===== src/rtl/xs3_pkg.sv =====
// Shared constants, state encoding and code-validity helper for the XS3 serial adder.
package xs3_pkg;

  localparam logic [3:0] XS3_ZERO = 4'b0011;
  localparam logic [3:0] XS3_ONE  = 4'b0100;
  localparam logic [3:0] XS3_ADJ  = 4'b0011;

  typedef enum logic {
    ACC,
    FLUSH
  } state_t;

  // Only 0011..1100 encode decimal digits; the six remaining codes are illegal.
  function automatic logic xs3_invalid(input logic [3:0] code);
    return (code < 4'd3) || (code > 4'd12);
  endfunction

endpackage


===== src/rtl/xs3_digit_add.sv =====
// Combinational single-digit Excess-3 adder with carry in/out.
module xs3_digit_add
  import xs3_pkg::*;
(
  input  logic [3:0] a,
  input  logic [3:0] b,
  input  logic       cin,
  output logic [3:0] sum,
  output logic       cout
);

  logic [4:0] s5;

  // Two XS3 digits carry a bias of 6; a binary carry out means the decimal sum hit 10.
  always_comb begin
    s5   = {1'b0, a} + {1'b0, b} + {4'b0000, cin};
    cout = s5[4];
    sum  = s5[4] ? (s5[3:0] + XS3_ADJ) : (s5[3:0] - XS3_ADJ);
  end

endmodule


===== src/rtl/xs3_serial_adder.sv =====
// Digit-serial Excess-3 adder, LSD first, with valid/ready on both sides.
// Optional illegal-code detection is enabled by defining XS3_CHECK_EN.
module xs3_serial_adder
  import xs3_pkg::*;
#(
  parameter int MAX_DIGITS = 8
) (
  input  logic       clk,
  input  logic       rst_n,
  input  logic       in_valid,
  output logic       in_ready,
  input  logic [3:0] in_a,
  input  logic [3:0] in_b,
  input  logic       in_last,
  output logic       out_valid,
  input  logic       out_ready,
  output logic [3:0] out_digit,
  output logic       out_last,
  output logic       err
);

  localparam int CW = $clog2(MAX_DIGITS + 1);
  localparam logic [CW-1:0] CNT_MAX = CW'(MAX_DIGITS);

  state_t        state;
  logic          carry;
  logic [CW-1:0] count;
  logic          take;
  logic          overflow;
  logic          last_eff;
  logic          code_err;
  logic          err_set;
  logic [3:0]    sum;
  logic          cout;

  assign in_ready = (state == ACC) && (!out_valid || out_ready);
  assign take     = in_valid && in_ready;
  assign overflow = (count == CNT_MAX);
  assign last_eff = in_last || overflow;

`ifdef XS3_CHECK_EN
  assign code_err = xs3_invalid(in_a) || xs3_invalid(in_b);
`else
  assign code_err = 1'b0;
`endif

  assign err_set = overflow || code_err;

  xs3_digit_add u_add (
    .a    (in_a),
    .b    (in_b),
    .cin  (carry),
    .sum  (sum),
    .cout (cout)
  );

  // A last digit that overflows parks in FLUSH so the extra "1" digit follows it.
  always_ff @(posedge clk or negedge rst_n) begin
    if (!rst_n) begin
      state     <= ACC;
      carry     <= 1'b0;
      count     <= '0;
      out_valid <= 1'b0;
      out_digit <= XS3_ZERO;
      out_last  <= 1'b0;
      err       <= 1'b0;
    end else begin
      case (state)
        ACC: begin
          if (take) begin
            out_valid <= 1'b1;
            out_digit <= sum;
            out_last  <= last_eff && !cout;
            if (err_set)
              err <= 1'b1;
            else if (count == '0)
              err <= 1'b0;
            if (last_eff) begin
              carry <= 1'b0;
              count <= '0;
              if (cout)
                state <= FLUSH;
            end else begin
              carry <= cout;
              count <= count + CW'(1);
            end
          end else if (out_ready) begin
            out_valid <= 1'b0;
          end
        end
        FLUSH: begin
          if (out_ready) begin
            out_digit <= XS3_ONE;
            out_last  <= 1'b1;
            state     <= ACC;
          end
        end
        default: state <= ACC;
      endcase
    end
  end

endmodule


===== config.mk =====
export PLATFORM = sky130hd
export DESIGN_NAME = xs3_serial_adder
export DESIGN_NICKNAME = d
export VERILOG_FILES = /design/src/rtl/xs3_pkg.sv /design/src/rtl/xs3_digit_add.sv /design/src/rtl/xs3_serial_adder.sv
export SDC_FILE = /design/constraint.sdc
export NUM_CORES = 1
export LEC_CHECK = 0
export ABC_AREA = 1
export CELL_PAD_IN_SITES_DETAIL_PLACEMENT = 1
export CELL_PAD_IN_SITES_GLOBAL_PLACEMENT = 2
export CORE_UTILIZATION = 25
export CTS_CLUSTER_SIZE = 8
export DETAILED_ROUTE_END_ITERATION = 6
export HOLD_SLACK_MARGIN = 0.15
export PLACE_DENSITY_LB_ADDON = 0.1
export SYNTH_ARGS = -nofsm -noshare
export SYNTH_HDL_FRONTEND = slang
export SYNTH_HIERARCHICAL = 1
export SYNTH_SLANG_ARGS = --single-unit
export TNS_END_PERCENT = 50

===== constraint.sdc =====
create_clock -name clk -period 2 [get_ports clk]
set_input_delay 0.3 -clock clk [delete_from_list [all_inputs] [get_ports clk]]
set_output_delay 0.3 -clock clk [all_outputs]
set_load 0.01 [all_outputs]

Word-level counts from Yosys, hierarchy flattened
Index checks and enable logic that the tools add are counted.
W data, S select, Z words.
{"block": "op_classes", "add_sub_neg": 5, "eq_ne": 3, "mux": 18, "n_bitwise": 1, "n_reduce_logical": 14}
{"op": "$mux W4", "count": 4}
{"op": "$mux W1", "count": 11}
{"op": "$pmux W4 S2", "count": 1}
{"op": "$reduce_and A2 Y1", "count": 3}
{"op": "$add A4 B4 Y5", "count": 1}
{"op": "$add A5 B1 Y5", "count": 1}
{"op": "$add A4 B1 Y4 const B", "count": 1}
{"op": "$add A4 B2 Y4 const B", "count": 1}
{"op": "$eq A4 B4 Y1 const B", "count": 1}
{"op": "$logic_not A4 Y1", "count": 1}
{"op": "$ne A2 B2 Y1 const B", "count": 2}
{"op": "$pmux W1 S2", "count": 2}
{"op": "$reduce_bool A2 Y1", "count": 2}
{"op": "$sub A4 B2 Y4 const B", "count": 1}
{"op": "$logic_and A1 B1 Y1", "count": 3}
{"op": "$reduce_and A3 Y1", "count": 1}
{"op": "$logic_not A1 Y1", "count": 2}
{"op": "$logic_or A1 B1 Y1", "count": 2}
{"op": "$not A1 Y1", "count": 1}
{"block": "totals", "regBits": 13, "in_bits": 13, "output_inout_bits": 8, "wordCells": 48}

Logic depth before layout (Yosys ltp)
Gate-level depths: netlist of the first run.
{"block": "logic_depth", "word_depth": 6, "ltp_mapped": 15, "depth_no_buf": 15}

Modules after synthesis
The synthesis of the first run kept the hierarchy.
{"mod": "xs3_serial_adder", "n_inst": 1, "cells_each": 78, "area_per_inst_um2": 654.4, "seq_area_each_um2": 327.8}
{"mod": "xs3_digit_add", "n_inst": 1, "cells_each": 49, "area_per_inst_um2": 320.3, "seq_area_each_um2": 0.0}

Least setup slack after synthesis of the first run
OpenSTA, ideal clock, no wires.
{"block": "synth_timing", "kind": "reg-to-reg", "start": "register carry", "end": "register out_digit[3]", "t_arrival_ps": 2025, "t_required_ps": 1883, "slack_ps": -142, "path_stages_with_launch": 15, "synth_period_minus_slack_ps": 2142, "cell_sequence": "dfrtp_1 -> fa_1 -> inv_1 -> fa_1 -> inv_1 -> nand3_2 -> nand2_1 -> ha_1 -> a21o_1 -> nand2_1 -> nand2_1 -> nand2_1 -> nand2_1 -> nand2_1 -> nand2_1"}
{"block": "synth_via", "elab_chain_cells": 5, "elab_cells_between_ends": 6}
{"item": "start: declaration", "line_no": "xs3_serial_adder.sv:26", "text": "logic carry;"}
{"item": "start signal: assignment", "line_no": "xs3_serial_adder.sv:84", "text": "carry <= cout;"}
{"item": "$add A5 B1 Y5 *", "line_no": "xs3_digit_add.sv:16", "text": "s5 = {1'b0, a} + {1'b0, b} + {4'b0000, cin};"}
{"item": "$sub A4 B2 Y4 / $add A4 B2 Y4 (equally long branches)", "line_no": "xs3_digit_add.sv:18", "text": "sum = s5[4] ? (s5[3:0] + XS3_ADJ) : (s5[3:0] - XS3_ADJ);"}
{"item": "$mux W4 *", "line_no": "xs3_digit_add.sv:18"}
{"item": "net sum[3]", "line_no": "xs3_serial_adder.sv:33", "text": "logic [3:0] sum;"}
{"item": "$mux W4 *", "line_no": "xs3_serial_adder.sv:70", "text": "if (take) begin"}
{"item": "$pmux W4 S2 *", "line_no": "xs3_serial_adder.sv:68", "text": "case (state)"}
{"item": "end signal: assignment", "line_no": "xs3_serial_adder.sv:72", "text": "out_digit <= sum;"}
{"item": "end: declaration", "line_no": "xs3_serial_adder.sv:17", "text": "output logic [3:0] out_digit,"}
Mark *: on every way through the listed nets, which the timed path passes. The rest lies on a longest branch. The select of a mux whose other input is x is not followed.
A chain may end at the register's enable or synchronous reset.

Worst setup path in the final report of the first run
{"block": "layout_timing", "start": "input port in_a[1]", "end": "register out_digit[2]"}
{"block": "layout_via", "elab_chain_cells": 6, "elab_cells_between_ends": 7}
{"item": "start: declaration", "line_no": "xs3_serial_adder.sv:12", "text": "input logic [3:0] in_a,"}
{"item": "$add A4 B4 Y5 *", "line_no": "xs3_digit_add.sv:16"}
{"item": "$add A5 B1 Y5 *", "line_no": "xs3_digit_add.sv:16"}
{"item": "$sub A4 B2 Y4 / $add A4 B2 Y4 (equally long branches)", "line_no": "xs3_digit_add.sv:18"}
{"item": "$mux W4 *", "line_no": "xs3_digit_add.sv:18"}
{"item": "net sum[2]", "line_no": "xs3_serial_adder.sv:33"}
{"item": "$mux W4 *", "line_no": "xs3_serial_adder.sv:70"}
{"item": "$pmux W4 S2 *", "line_no": "xs3_serial_adder.sv:68"}
Marked as above.

==> results of run 1 <==
-- path summary, 6_finish.rpt --
check                      cells after the start           end
max in group asynchronous                      1  out_digit[3]
min reg2reg                                    2  out_digit[0]
max                                            9  out_digit[2]
max reg2reg                                    9  out_digit[2]
min in group clk                               2  out_digit[0]
min                                            1           err
-- cells by family after synthesis --
family                   share of synthesized area
AND/OR/NAND/NOR                              0.331
buffers and inverters                       0.0976
flip-flops                                   0.336
AO/OA/AOI/OAI                               0.0603
adder cells (fa/ha/maj)                      0.139
XOR/XNOR                                    0.0360
-- sequential cells by signal, summed over array words and instances, names as in the netlist --
signal and flops:
state 1, out_valid 1, err 1, out_digit 4, carry 1, out_last 1
count 4
-- through the flow --
| stage | cell area [um^2] | hold WS [ns] |
|---|---|---|
| 2_1_floorplan | 995 | 0.00441 |
| 3_3_place_gp | 1300 | 0.451 |
| 3_5_place_dp | 1300 | 0.460 |
| 4_1_cts | 1350 | 0.470 |
| 5_1_grt | 1360 | 0.485 |
| 6_report | 1360 | 0.437 |
-- power groups by stage --
stage / registers, mW / logic (mW) / clock network [mW]
6_report: 0.400 / 0.530 / 0.241
4_1_cts: 0.402 / 0.536 / 0.245
2_1_floorplan: 0.417 / 0.287 / 0
3_3_place_gp: 0.404 / 0.520 / 0
5_1_grt: 0.410 / 0.609 / 0.260
3_5_place_dp: 0.407 / 0.531 / 0
-- critical path, delay by kind of cell --
kind | cells | cell delay, ns
compound gates | 1 | 0.12
simple gates | 1 | 0.06
fa+ha+maj | 2 | 0.95
buf+inv | 4 | 0.76
xor+xnor | 1 | 0.15
-- final cells by class --
class | instances | share of cell area
Multi-Input combinational cell | 92 | 0.420
Sequential cell | 13 | 0.241
Timing Repair Buffer | 30 | 0.200
Inverter | 21 | 0.0616
Tap cell | 48 | 0.0441
Clock buffer | 4 | 0.0331
-- cell usage in the layout (no fill, tap or decap) --
master / n
nand2_1: 42
clkdlybuf4s50_1: 18
inv_1: 14
dfrtp_1: 11
buf_4: 10
nand3_1: 9
nor2_1: 8
inv_2: 6
nand2_2: 5
ha_1: 5
a21oi_2: 3
clkbuf_8: 3
nand3_2: 2
o21ai_0: 2
xor2_1: 2
o21ai_1: 2
dlygate4sd2_1: 2
dfstp_2: 2
xnor2_1: 2
fa_2: 2
nand3_4: 1
inv_6: 1
nand2_4: 1
a21oi_1: 1
nand4_1: 1
clkbuf_1: 1
or2_1: 1
a21o_1: 1
fa_1: 1
ha_4: 1
-- repair_timing --
action                                  in CTS  in global routing
resized for setup                            2                  0
buffers inserted                             1                  1
pin swaps                                    6                  1
cloned                                       0                  0
endpoints found under the setup margin       4                  3
-- routing by layer --
layer	up-vias	part of all wire
met5	-	0
met4	0	0.021
met3	5	0.034
met2	20	0.51
met1	432	0.43
li1	455	-
==> impl_results.md, run 1 <==
* Initial antenna violation count at 0
* Final setup viols at 3
* Fin util at 0.369
* Total Power Consumption at 1.17 mW
* Clk sinks at 13
* Post-Layout Cell Count at 208
* Crit end category: register
* Pwr Density at 861 nW/um^2
* Final wirelength at between 2 and 2.5 mm
* Met3 Track Usage GR at 0.0106
* Setup ws final at -0.192 ns
* Final HPWL DP at roughly 2.0 mm
* Core area at 3690 um^2
* Layout net count at 183
* # diodes at 0
* Net count after synthesis at 149
* Slowest stage delay, CP at 0.58 ns
* Clock slew at reported path FFs at 0.06 ns
* Top cell type's share of synthesized area at 0.282
* Worst reg2reg setup slack at -0.15 ns
* Avg WL per Cell at 11.7 um
* Max_slew headroom at 0.589
* Synth top area cells: dfrtp_1, nand2_1, ha_1
* Synth cell types at 24
* Post-synth EDFFs at 0
* Pre-CTS setup slack at -0.558 ns
* Top-count cell post-synth: nand2_1
* Post-Syn Area at 975 um^2
* Met1 Use GR at 0.152
* MaxCap Viol Count at 0
* Register area share after synthesis at 0.336
* DR vias/cell at 4.38
* Routability cong. at ~0.7
* Maximum vdd ir drop at 0.000201 V
* CTS tree: done
* Lkg Pwr at 0.691 nW
* Port bufs at 20
* Die H at 64.4 um
* Slowest cell on crit path: fa_2
* Combinational Power Share at 0.453
* Grt peak-use layer: met2
* Die width at 64.4 um
* Sequential cell area at 328 um^2
* Int Power at about 750 uW
* Critical path, cell by cell: clkdlybuf4s50_1, inv_1, fa_2, inv_2, buf_4, fa_1, xnor2_1, o21ai_1, nand2_1
* Setup TNS at -0.330 ns
* Met2 Usage GRT at 0.259
* WP data required at 2.14 ns
* Outcome: finished with violations
* Switching pwr at about 420 uW
* Iteration-0 DRC Markers at 14
* Die area at 4150 um^2
* Avg Inst Size Synth at ~7.7 um^2
* Commonest cells in the netlist: nand2_1, inv_1, dfrtp_1
* Area of the multi-input gates at 572 um^2
* Reg2reg start: carry
* Predominant post-synthesis flop cell: dfrtp_1
* Initial core utilization at 0.264
* Violated checks: negative setup slack
* Period minus WS final at 2.19 ns
* Sw frac at 0.359
* Cell count after placement at between 200 and 250
* Cell Rows at 22
* Crit path DAT at 2.33 ns
* Hold violation total from the final report at 0
* Synth Register Bits at 13
* Via count at 912
* CTS Buf Count at 3
* DRT Pass-1 Iters at 2
* H-tree depth at 1
* Worst slew pin tran at about 0.61 ns
* Total GRT Usage at 0.136
* Setup Crit Path Kind: in2reg
* Vias in the first global route at ~1,000
* CTS root buf: clkbuf_8
* Yosys warnings at 6
* Max Root-Sink Buffers at 2
* Worst hold path type: in2async
* Fmax at 0.456 GHz
* Fraction of registers with async set/reset at 1.00
* Worst-Skew Late Latency at 0.25 ns
* Total congestion overflow at 0
* Area leader, netlist: dfrtp_1
* Synth Instances at 127
* Layout cell share with drive strength beyond 1 at 0.231
* Layout Area Growth over Synthesis at 39.7%
* Clock Power Share at 0.206
* RSZ-0062 raised after global routing: yes
* Layout Skew at 0.00211 ns
* Top Ports at 21
* CP startpoint: in_a[1]
* Worst-path maximum fanout at 2
* First-pass GRT wire length at roughly 4.4 mm
* Max Transition Viols Final at 0
* Post-route ant nets at 0
* Critical Path Start Type: input port
* Cts hold-fix bufs at 0
* Crit share post-route at 1.10
* Seq pwr share at 0.341
* Remaining routing DRC violations at 0
* Pin count of the biggest net entering global routing at 14
* Fill count at 460
Power figures use the tool's default switching activity.
==> run 2: changes to the inputs <==
Settings changed: GPL_TIMING_DRIVEN from default to 0, PLACE_DENSITY from default to 0.84, PLACE_DENSITY_LB_ADDON 0.1 to default.
==> run 2 against run 1 <==
  * The run still ends with negative setup slack left
  * Count of clock-buffer cells in the layout stayed put
  * Combinational power fell by 2%
  * Routed wire length shrank 3.5%
  * Critical endpoint is now out_digit[3]
  * Largest cell class unchanged
==> impl_results.md, run 2 (synthesis gave the netlist of run 1 again) <==
* Outcome: finished with violations
* Violated checks: negative setup slack
* Slowest cell on crit path: fa_2
* Cell count after placement at 195 (-3.5%)
* Cell depth of the worst setup path at 12 (+3)
* Fin util at 0.359 (-0.00984)
* Avg WL per Cell at 11.7 um (-0.13%)
* Die H at 64.4 um (unchanged)
* CP delay by family, top: adder cells
* WL met1 at 929 um (-11%)
* Layout Skew at 0.00412 ns (+0.00202 ns)
* Port bufs at 20 (unchanged)
* Crit path DAT at 2.30 ns (-0.03 ns)
* Worst reg2reg setup slack at -0.17 ns (-0.02 ns)
* Worst slew pin tran at 0.613 ns (-0.00144 ns)
* Initial antenna violation count at 0 (unchanged)
* Core area at 3690 um^2 (unchanged)
* Fmax at 0.462 GHz (+1.2%)
* Clk sinks at 13 (unchanged)
* Post-Layout Cell Count at 201 (-3.4%)
* # diodes at 0 (unchanged)
* Placed Area at 1250 um^2 (-3.7%)
* Final HPWL DP at 1.91 mm (-4.6%)
* Worst hold path type: in2async
* Post-route ant nets at 0 (unchanged)
* Critical path, cell by cell: fa_2, inv_2, fa_2, inv_2, ha_4, a21o_1, nand2_1, nand2_1, nand2_1, nand2_1, nand2_1, nand2_1
* Die area at 4150 um^2 (unchanged)
* Critical Path Start Type: register
* CTS tree: done
* Critical R2R Capture: out_digit[3]
* Iteration-0 DRC Markers at 24 (+10)
* Worst-Skew Late Latency at 0.24 ns (about the same)
* Most common cell after layout, fill and taps aside: nand2_1
* Final setup viols at 3 (unchanged)
* RSZ-0062 raised after global routing: yes
* Buf+Inv Stages, Crit Path at 2 (-2)
* Met2 WL post-DR at 1.34 mm (+7.5%)
* Largest regs: count x4, out_digit x4
* Pwr Density at 873 nW/um^2 (+1.4%)
* Initial core utilization at 0.264 (unchanged)
* Worst-path maximum fanout at 2 (unchanged)
* Setup Crit Path Kind: reg2reg
* Layout Area Growth over Synthesis at 35.9%
* Clock slew at reported path FFs at 0.06 ns (about the same)
* Fill count at 472 (+2.6%)
* Crit share post-route at 1.08 (-0.0132)
* Top Ports at 21 (unchanged)
* Max Transition Viols Final at 0 (unchanged)
* Via count at 877 (-3.8%)
* Period minus WS final at 2.17 ns (-0.0264 ns)
* Remaining routing DRC violations at 0 (unchanged)
* CTS root buf: clkbuf_8
* Routability cong. at 0.689 (+0.76%)
* Slowest stage delay, CP at 0.43 ns (-0.15 ns)
* Layout cell share with drive strength beyond 1 at 0.196 (-0.0352)
* Pin count of the biggest net entering global routing at 14 (unchanged)
* CTS Buf Count at 3 (unchanged)
* Cts hold-fix bufs at 0 (unchanged)
* Max Root-Sink Buffers at 2 (unchanged)
* DRT Pass-1 Iters at 3 (+1)
* MaxCap Viol Count at 0 (unchanged)
* Setup ws final at -0.165 ns (+0.0264 ns)
* Setup TNS at -0.368 ns (-0.0373 ns)
* First-pass GRT wire length at 4.15 mm (-4.8%)
* Vias in the first global route at 996 (-2.9%)
* Met3 Wirelength at 40 um (-51%)
* Max_slew headroom at 0.590 (+0.000964)
* Hold violation total from the final report at 0 (unchanged)
* R2R cell count at 12 (+3)
* H-tree depth at 1 (unchanged)
* Total congestion overflow at 0 (unchanged)
* Total GRT Usage at 0.130 (-0.00579)
* Cell Rows at 22 (unchanged)
* Most frequent cells in the layout: nand2_1, clkdlybuf4s50_1, inv_1, dfrtp_1, nand3_1
* Reg2reg start: carry
* Crit end category: register
* Lkg Pwr at 0.661 nW (-4.3%)
* Layout net count at 176 (-3.8%)
* Pre-CTS setup slack at -0.574 ns (-0.0168 ns)
* Maximum vdd ir drop at 0.000226 V (+12%)
* DR vias/cell at 4.36 (-0.49%)
* Final wirelength at 2.35 mm (-3.5%)
* DR top layer: met4
* Die width at 64.4 um (unchanged)
* Most used cell along the critical path: nand2_1
* Final non-filler cell area at 1330 um^2 (-2.7%)
* WP data required at 2.13 ns (about the same)
[run 2: cell type report]
type	count	area [um^2]	area share
plain buffers	1	11.3	0.00850
well taps	48	60.1	0.0453
multi-input cells	92	584	0.441
inverters	21	83.8	0.0633
repair buffers	22	213	0.161
flip-flops and latches	13	328	0.247
clock buffers	4	45.0	0.0340
[run 2: worst max-delay path by stage]
stage / endpoint / start
4_1_cts: out_digit[3] / carry
3_3_place_gp: out_digit[2] / in_a[0]
6_report: out_digit[3] / carry
5_1_grt: out_digit[3] / carry
3_5_place_dp: out_digit[3] / in_a[0]
2_1_floorplan: out_digit[3] / carry
[run 2: power breakdown]
group	internal (mW)	leakage [nW]	total [mW]	switching [mW]
clock network	0.141	0.0228	0.235	0.0940
logic	0.253	0.475	0.520	0.266
registers	0.342	0.163	0.402	0.0597
[run 2: metal layers]
metal  vias to the layer above  GRT usage
li1                        440          -
met1                       421      0.129
met2                        14      0.259
met3                         2     0.0158
met4                         0     0.0667
met5                         -          0
[run 2: through the flow]
| step | total power [mW] | hold WS [ns] |
|---|---|---|
| 3_5_place_dp | 0.922 | 0.471 |
| 5_1_grt | 1.25 | 0.487 |
| 3_3_place_gp | 0.893 | 0.460 |
| 2_1_floorplan | 0.704 | 0.00441 |
| 4_1_cts | 1.17 | 0.473 |
| 6_report | 1.16 | 0.444 |
[run 2: repair_timing]
action                     4_1_cts  5_1_grt
setup endpoints to repair        3        3
buffers inserted                 1        1
resized for setup                4        0
pin swaps                        3        1
==> run 3: changes to the inputs <==
Settings changed: CORE_UTILIZATION 25 to 31, DONT_BUFFER_PORTS from default to 1, REMOVE_ABC_BUFFERS from default to 1.
==> run 3 against run 2 <==
  * The run ends with design-rule violations, negative setup slack left
  * Via count down 9.9%
  * Final cell count down 12%
  * Sequential power up 7.0%
  * Critical path type unchanged
  * Largest power group is now registers
==> impl_results.md, run 3 (synthesis gave the netlist of run 1 again) <==
* Outcome: finished with violations
* Violated checks: design-rule violations, negative setup slack
* DRT Pass-1 Iters at 5 (+2)
* Slowest stage delay, CP at 0.43 ns (about the same)
* Crit share post-route at 1.07 (-0.0152)
* Initial core utilization at 0.339 (+0.0746)
* Critical Path Start Type: register
* Fill count at 364 (-23%)
* Pin count of the biggest net entering global routing at 14 (unchanged)
* Max Transition Viols Final at 0 (unchanged)
* Pwr Density at 861 nW/um^2 (-1.3%)
* Lkg Pwr at 0.575 nW (-13%)
* Worst hold path type: in2reg
* Maximum vdd ir drop at 0.000342 V (+51%)
* Final wirelength at 2.15 mm (-8.3%)
* Worst reg2reg setup slack at -0.13 ns (+0.03 ns)
* Final non-filler cell area at 1100 um^2 (-17%)
* Vias in the first global route at 864 (-13%)
* Reg2reg start: carry
* Top Ports at 21 (unchanged)
* Die H at 58.1 um (-9.9%)
* Cell depth of the worst setup path at 12 (unchanged)
* Initial antenna violation count at 0 (unchanged)
* Clock slew at reported path FFs at 0.08 ns (+0.02 ns)
* Worst Hold Endpoint: err
* Total congestion overflow at 0 (unchanged)
* CP delay by family, top: adder cells
* Final HPWL DP at 1.65 mm (-13%)
* Slowest cell on crit path: fa_2
* Worst-path maximum fanout at 2 (unchanged)
* WP data required at 2.17 ns (+0.04 ns)
* Most common cell after layout, fill and taps aside: nand2_1
* Most used cell along the critical path: nand2_1
* Die area at 3370 um^2 (-19%)
* Placed Area at 1020 um^2 (-19%)
* Post-route ant nets at 0 (unchanged)
* CTS root buf: clkbuf_4
* Die width at 58.1 um (-9.9%)
* Routability cong. at 0.756 (+9.8%)
* Cell count after placement at 168 (-14%)
* Cell Rows at 19 (-14%)
* Final setup viols at 2 (-1)
* Setup TNS at -0.225 ns (+0.143 ns)
* Buf+Inv Stages, Crit Path at 2 (unchanged)
* Max Root-Sink Buffers at 2 (unchanged)
* Via count at 790 (-9.9%)
* Crit end category: register
* Hold path cells at 2
* Min-delay src: in_valid
* Remaining routing DRC violations at 2 (+2)
* DR vias/cell at 4.49 (+2.9%)
* RSZ-0062 raised after global routing: yes
* H-tree depth at 1 (unchanged)
* Layout net count at 157 (-11%)
* Setup ws final at -0.135 ns (+0.0304 ns)
* Period minus WS final at 2.13 ns (-0.0304 ns)
* R2R cell count at 12 (unchanged)
* Max_slew headroom at 0.601 (+0.0111)
* Post-Layout Cell Count at 176 (-12%)
* Total GRT Usage at 0.140 (+0.00998)
* Fmax at 0.468 GHz (+1.4%)
* CTS tree: done
* Core area at 2880 um^2 (-22%)
* Worst-Skew Late Latency at 0.27 ns (+0.03 ns)
* Port bufs at 0 (-100%)
* Avg WL per Cell at 12.2 um (+4.7%)
* Setup Crit Path Kind: reg2reg
* CTS Buf Count at 3 (unchanged)
* Crit path DAT at 2.31 ns (about the same)
* # diodes at 0 (unchanged)
* Critical R2R Capture: out_digit[3]
* Layout Skew at 0.00182 ns (-0.00230 ns)
* Hold violation total from the final report at 0 (unchanged)
* Critical path, cell by cell: fa_2, inv_2, fa_2, inv_2, ha_4, a21o_1, nand2_1, nand2_1, nand2_1, nand2_1, nand2_1, nand2_1
* First-pass GRT wire length at 3.61 mm (-13%)
* Most frequent cells in the layout: nand2_1, inv_1, dfrtp_1, nand3_1, nor2_1
* Clk sinks at 13 (unchanged)
* Layout Area Growth over Synthesis at 13.1%
* Worst slew pin tran at 0.597 ns (-0.0167 ns)
* Iteration-0 DRC Markers at 3 (-88%)
* Largest regs: count x4, out_digit x4
* MaxCap Viol Count at 0 (unchanged)
* Layout cell share with drive strength beyond 1 at 0.216 (+0.0203)
## run 3: cell types whose count changed in the layout (fill, tap and decap cells not counted)
cell and change:
dlygate4sd2_1 -2, clkbuf_4 +3, clkbuf_8 -3, nand3_4 -1, buf_6 -1, dlygate4sd3_1 +2, clkdlybuf4s50_1 -18, nand3_2 +1
## run 3: final cells by class
cell class	count	area [um^2]	area share
tap	42	52.6	0.0477
inverter	21	83.8	0.0760
sequential	13	328	0.297
multi-input combinational	92	577	0.523
clock buffer	4	26.3	0.0238
timing repair buffer	4	35.0	0.0318
## run 3: worst max path at each step
stage	start	endpoint	slack, ns
after detailed placement	carry	out_digit[3]	-0.35
after floorplan	carry	out_digit[3]	-0.14
final	carry	out_digit[3]	-0.13
after global routing	carry	out_digit[3]	-0.26
after CTS	carry	out_digit[3]	-0.17
after global placement	carry	out_digit[3]	-0.28
## run 3: worst reg2reg max path: cells and delay by family (launching register included)
kind | cells | cell delay [ns]
AO/OA/AOI/OAI | 1 | 0.17
flip-flops | 1 | 0.40
adder cells (fa/ha/maj) | 3 | 0.96
buffers and inverters | 2 | 0.17
AND/OR/NAND/NOR | 6 | 0.33
## run 3: routing by layer
layer,part of all wire,GRT usage,routed length [um]
met5,0,0,0
met3,0.069,0.0536,148
met2,0.48,0.236,1040
met4,0,0.0170,0
met1,0.45,0.174,965
## run 3: power by group
part	total [mW]	internal, mW	switching (mW)
Combinational	0.359	0.146	0.212
Clock	0.160	0.0773	0.0828
Sequential	0.430	0.342	0.0878
Total	0.949	0.566	0.383
## run 3: repair_timing
item / in CTS / in global routing
pin swaps: 2 / 1
buffers inserted: 2 / 0
gates resized for setup: 5 / 3
hold buffers: 2 / 0
hold endpoints to repair: 14 / 0
endpoints found under the setup margin: 3 / 4
## run 3: metrics by stage
step / hold slack (ns) / utilization / power, mW / setup WS (ns)
global placement: 0.00492 / 0.353 / 0.745 / -0.278
global route: 0.196 / 0.383 / 1.04 / -0.261
CTS: 0.197 / 0.377 / 0.950 / -0.169
floorplan: 0.00441 / - / 0.686 / -0.143
finish: 0.201 / 0.383 / 0.949 / -0.135
detailed placement: 0.00483 / 0.353 / 0.766 / -0.349
